==> src/rtl/task_no_of_0s.sv <==
// Zero-bit population counter: combinational count of 0 bits in a_in plus a
// registered copy with all-zero/all-ones flags and a post-reset valid flag.
module task_no_of_0s #(
    parameter int unsigned WIDTH = 8,
    parameter int unsigned CNT_W = 4
) (
    input  logic             clk,
    input  logic             rst,
    input  logic [WIDTH-1:0] a_in,
    output logic [CNT_W-1:0] np_of_0s,
    output logic [CNT_W-1:0] np_of_1s,
    output logic [CNT_W-1:0] cnt0_q,
    output logic [CNT_W-1:0] cnt1_q,
    output logic             all_zero_q,
    output logic             all_ones_q,
    output logic             valid_q
);

    localparam logic [CNT_W-1:0] WIDTH_C = CNT_W'(WIDTH);

    // X/Z bits fail the == 1'b0 test, so they are never counted as zeros.
    task automatic count_zeros(input logic [WIDTH-1:0] word,
                               output logic [CNT_W-1:0] cnt);
        cnt = '0;
        for (int unsigned i = 0; i < WIDTH; i++) begin
            if (word[i] == 1'b0) begin
                cnt = cnt + CNT_W'(1);
            end
        end
    endtask

    logic [CNT_W-1:0] cnt0_d;
    logic [CNT_W-1:0] cnt1_d;
    logic             all_zero_d;
    logic             all_ones_d;

    always_comb begin
        np_of_0s = '0;
        count_zeros(a_in, np_of_0s);
        np_of_1s = WIDTH_C - np_of_0s;
    end

    always_comb begin
        cnt0_d     = np_of_0s;
        cnt1_d     = np_of_1s;
        all_zero_d = (np_of_0s == WIDTH_C);
        all_ones_d = (np_of_0s == '0);
    end

    always_ff @(posedge clk) begin
        if (rst) begin
            cnt0_q     <= '0;
            cnt1_q     <= '0;
            all_zero_q <= 1'b0;
            all_ones_q <= 1'b0;
            valid_q    <= 1'b0;
        end else begin
            cnt0_q     <= cnt0_d;
            cnt1_q     <= cnt1_d;
            all_zero_q <= all_zero_d;
            all_ones_q <= all_ones_d;
            valid_q    <= 1'b1;
        end
    end

endmodule

==> config.mk <==
export PLATFORM = sky130hd
export DESIGN_NAME = task_no_of_0s
export DESIGN_NICKNAME = d
export VERILOG_FILES = /design/src/rtl/task_no_of_0s.sv
export SDC_FILE = /design/constraint.sdc
export NUM_CORES = 1
export LEC_CHECK = 0
export ABC_AREA = 1
export CORE_MARGIN = 2
export CORE_UTILIZATION = 47
export DETAILED_ROUTE_END_ITERATION = 10
export PLACE_DENSITY_LB_ADDON = 0.15
export SYNTH_ARGS = -nofsm -noshare
export SYNTH_HDL_FRONTEND = slang
export SYNTH_SLANG_ARGS = --single-unit
==> constraint.sdc <==
create_clock -name clk -period 6.8 [get_ports clk]
set_input_delay 1.36 -clock clk [delete_from_list [all_inputs] [get_ports clk]]
set_output_delay 1.36 -clock clk [all_outputs]
set_load 0.03 [all_outputs]
# After elaboration in Yosys (flattened, before gate mapping)
# Index checks and enable logic that the tools add are counted.
word_totals:
  register_bits: 11
  input_bits: 10
  out_inout_bits: 19
  wordCells: 24
op_classes:
  add_sub_neg: 8
  n_eq_ne: 1
  mux: 9
  reduce_logical: 1
op_table:
  columns: ["cell", "n"]
  rows:
  - ["4-bit by 1-bit adder with 4-bit output (second input constant)", 7]
  - ["4-bit 2-to-1 mux", 7]
  - ["4-bit == test (second input constant)", 1]
  - ["4-bit logical NOT", 1]
  - ["4-bit subtractor (first input constant)", 1]
  - ["1-bit 2-to-1 mux", 2]

# Logic depth before layout (Yosys ltp)
depth:
  word_depth: 16
  mapped_depth: 26
  ltp_nobuf: 26

# Worst setup path before layout
# Ideal clock, no wire load.
synth_timing:
  path_kind: "input to output"
  start: "input a_in[0]"
  end: "output np_of_1s[2]"
  arrival_time_ns: 4.755
  required_ns: 5.440
  slack_ns: 0.685
  stages: 23
  path_buffers: 0
  cell_sequence: "inv_1 ha_1 inv_1 nand2_1 nand2_2 inv_1 ha_1 or2_1 nand2_1 nand2_1 nand3_1 nand2_1 ha_1 or2_2 nand2_1 xnor2_1 o21ai_0 ha_1 or2_2 nand2_2 ha_1 xor2_1 inv_1"
synth_between:
  elab_chain_cells: 16
synth_rtl:
  columns: ["item", "line_no", "text"]
  rows:
  - ["from (decl)", "9", "input logic [WIDTH-1:0] a_in,"]
  - ["1-bit 2-to-1 mux *", "26", "if (word[i] == 1'b0) begin"]
  - ["4-bit by 1-bit adder with 4-bit output", "27", "cnt = cnt + CNT_W'(1);"]
  - ["4-bit 2-to-1 mux *", "26", null]
  - ["4-bit by 1-bit adder with 4-bit output", "27", null]
  - ["4-bit 2-to-1 mux *", "26", null]
  - ["4-bit by 1-bit adder with 4-bit output", "27", null]
  - ["4-bit 2-to-1 mux *", "26", null]
  - ["4-bit by 1-bit adder with 4-bit output", "27", null]
  - ["4-bit 2-to-1 mux *", "26", null]
  - ["4-bit by 1-bit adder with 4-bit output", "27", null]
  - ["4-bit 2-to-1 mux *", "26", null]
  - ["4-bit by 1-bit adder with 4-bit output", "27", null]
  - ["4-bit 2-to-1 mux *", "26", null]
  - ["4-bit by 1-bit adder with 4-bit output", "27", null]
  - ["4-bit 2-to-1 mux *", "26", null]
  - ["4-bit subtractor *", "40", "np_of_1s = WIDTH_C - np_of_0s;"]
  - ["to (decl)", "11", "output logic [CNT_W-1:0] np_of_1s,"]
# Mark *: on every way between the ends. The rest lies on a longest branch, timed or not.

# Final worst setup path
layout_timing:
  start: "input a_in[2]"
  end: "output np_of_1s[3]"
layout_between:
  elab_chain_cells: 12
layout_rtl:
  columns: ["item", "line_no"]
  rows:
  - ["4-bit 2-to-1 mux *", "26"]
  - ["4-bit by 1-bit adder with 4-bit output", "27"]
  - ["4-bit 2-to-1 mux *", "26"]
  - ["4-bit by 1-bit adder with 4-bit output", "27"]
  - ["4-bit 2-to-1 mux *", "26"]
  - ["4-bit by 1-bit adder with 4-bit output", "27"]
  - ["4-bit 2-to-1 mux *", "26"]
  - ["4-bit by 1-bit adder with 4-bit output", "27"]
  - ["4-bit 2-to-1 mux *", "26"]
  - ["4-bit by 1-bit adder with 4-bit output", "27"]
  - ["4-bit 2-to-1 mux *", "26"]
  - ["4-bit subtractor *", "40"]
# Marked as above.

==> results.json <==
{
  "hold_viol_final": 0,
  "cts_tree": "built",
  "synth_common_cells": "nand2_1 (43), inv_1 (24), nand3_1 (21)",
  "ir_worst_vdd_uv": 157,
  "worstPathArrival_ns": 5.10,
  "relSlewSlack_pct": 78.1,
  "antenna_found_initial": 0,
  "finish.utilization_pct": 69.5,
  "synth.ff_latch_count": 10,
  "n_antenna_cell": 0,
  "period_share_pct": 95.0,
  "critPathKind": "in -> out",
  "cp-end-kind": "output port",
  "vias": 1095,
  "core_area_sq_um": 2150,
  "ys_seq_area_share_pct": 19.2,
  "areaGrowthSynthToFinish_pct": 43.0,
  "clkTransAtPathRegs_ns": 0.06,
  "die_x_um": 51.1,
  "rsz0062_at_grt": "false",
  "start_util_pct": 48.6,
  "synth_top_area_cell": "dfxtp_1",
  "status": "complete, no violations",
  "post_cts_buffers": 0,
  "cp_cell_sequence": "clkdlybuf4s50_1 > o21ai_0 > ha_1 > or2_1 > nand2_1 > nand2_1 > nand3_1 > nand2_1 > ha_1 > or2_2 > nand2_2 > xnor2_1 > o21ai_1 > ha_1 > or2_2 > nand2_2 > buf_4 > nand2_2 > nor2_4 > nand3_1 > nand2_2 > inv_1 > buf_4",
  "grt_pass1_vias": 1009,
  "dp_hpwl_um": 1920,
  "syn_nets": 189,
  "drt_iter0_markers": 23,
  "ys_top_cells_by_area": "dfxtp_1 (19%), nand2_1 (15%), ha_1 (12%)",
  "place_ws_ns": -0.403,
  "cts_root_buf": "clkbuf_4",
  "finalWirelength_um": 2170,
  "drive_gt1_share_pct": 25.9,
  "clock.fmax_ghz": 0.155,
  "path_common_cell": "nand2_2",
  "netlist_area_sq_um": 1040,
  "pwr_density_cell_nw_per_um2": 225,
  "die_y_um": 51.1,
  "synth-edff-count": 0,
  "cp_slowest_cell": "clkdlybuf4s50_1",
  "port_buffers": 28,
  "fin_crit_ns": 6.46,
  "grt_pass1_wl_um": 3950,
  "clock-sinks": 10,
  "layout.cells.non_filler": 240,
  "synthArstFlopShare_pct": 0,
  "grt_max_degree": 9,
  "drv_cap": 0,
  "numCtsBuffers": 3,
  "viasPerCell": 4.56,
  "slowest_delay_ns": 0.48,
  "setup_violations": 0,
  "post_drt_wl_per_cell_um": 9.02,
  "drcViolationCount": 0,
  "nNetsFinal": 233,
  "h-tree-depth": 1,
  "yosysMostFrequentCell": "nand2_1",
  "hp-class": "in -> reg",
  "drv_slew": 0,
  "boundaryPins": 29,
  "track_usage_pct": 18.8,
  "p_leak_uw": 0.000844,
  "worst_pin_slew_ns": 0.325,
  "cp_max_fo": 5,
  "synth_cells": 169,
  "regArea_sq_um": 200,
  "synth.top_cell.area_share_pct": 19.2,
  "holdBufCountCts": 0,
  "placed_cells": 236,
  "start_kind": "input pin",
  "postSynthAreaPerCell_sq_um": 6.17,
  "crit_required_ns": 5.44,
  "setup_slack_ns": 0.341,
  "fin_total_pwr_uw": 336,
  "ys_warn_count": 0,
  "ys.flop_type": "dfxtp_1",
  "clock_path_buffers": 2,
  "dr.pass1.iters": 4,
  "gp_congestion": 0.814,
  "grt-ovfl-total": 0,
  "ys_types": 21,
  "multiInputGateArea_sq_um": 727,
  "fp-row-count": 17,
  "dieArea_sq_um": 2610,
  "ant_nets": 0,
  "fill_cells": 194
}
## path summary, 6_finish.rpt
path                  depth (start not counted)    start  slack, ns              end
worst max-delay path                         23  a_in[2]       0.34      np_of_1s[3]
worst min-delay path                          2      rst       1.81  valid_q$_DFF_P_
## stage by stage
| step | cell area, sq um | hold slack, ns | setup TNS (ns) |
|---|---|---|---|
| finish | 1490 | 1.81 | 0 |
| global route | 1490 | 1.84 | 0 |
| CTS | 1490 | 1.81 | -0.0125 |
| detailed placement | 1440 | 2.08 | -0.872 |
| global placement | 1440 | 2.09 | -0.696 |
| floorplan | 1040 | 1.56 | 0 |
## cell families (layout without fill, tap and decap cells)
logic type / after synthesis / in the layout / synth area share [%]
DFF: 10 / 10 / 19.2
adders and majority gates: 10 / 10 / 12.0
AOI/OAI and AO/OA: 6 / 6 / 2.88
xor gates and xnor gates: 3 / 3 / 2.52
buffers and inverters: 33 / 76 / 12.6
and+or+nand+nor: 107 / 107 / 50.8
## report_power, final
group | leakage, uW | internal, uW | switching, uW
combinational | 0.000740 | 87.1 | 128
sequential | 0.0000827 | 67.3 | 2.27
clock | 0.0000210 | 32.4 | 18.7
## per-layer routing
| metal | vias up | global-route usage (%) | wire length, um |
|---|---|---|---|
| met4 | 0 | 5.86 | 0 |
| met3 | 0 | 2.63 | 92 |
| li1 | 608 | - | - |
| met5 | - | 0 | 0 |
| met2 | 27 | 34.2 | 1110 |
| met1 | 460 | 22.5 | 965 |
## final cells by class
cell class / instances / area share [%]
sequential: 10 / 13.4
timing repair buffer: 42 / 25.6
inverter: 30 / 7.54
clock buffer: 4 / 2.43
tap: 28 / 2.35
multi-input combinational: 126 / 48.7
## sequential cells by signal, indices dropped and copies added (netlist names)
register,count
valid_q,1
cnt1_q,3
all_ones_q,1
all_zero_q,1
cnt0_q,4
## critical path, delay by kind of cell
family | cells | cell delay, ns
and+or+nand+nor | 13 | 1.62
xor gates and xnor gates | 1 | 0.11
buffers and inverters | 4 | 0.80
AOI/OAI and AO/OA | 2 | 0.40
adders and majority gates | 3 | 0.81
## cells in the final DEF, fill, tap and decap left out, types with 2 or more instances in the layout
| cell type | Yosys | layout |
|---|---|---|
| inv_2 | 6 | 8 |
| nand3_1 | 21 | 21 |
| inv_1 | 24 | 22 |
| buf_4 | 2 | 16 |
| nand2_2 | 12 | 13 |
| xnor2_1 | 2 | 2 |
| nor2_1 | 17 | 17 |
| clkbuf_4 | 0 | 3 |
| ha_1 | 10 | 9 |
| clkdlybuf4s50_1 | 0 | 20 |
| nand2_1 | 43 | 42 |
| a21oi_1 | 3 | 3 |
| or2_2 | 3 | 3 |
| nand3_2 | 3 | 3 |
| dfxtp_1 | 10 | 10 |
| nand2_4 | 4 | 4 |
| dlymetal6s2s_1 | 0 | 3 |
| o21ai_0 | 3 | 2 |
## what timing repair did
| item | 4_1_cts | 5_1_grt |
|---|---|---|
| endpoints found under the setup margin | 5 | 5 |
| resized for setup | 7 | 9 |
| pin swaps | 0 | 1 |
Power figures use the tool's default switching activity.
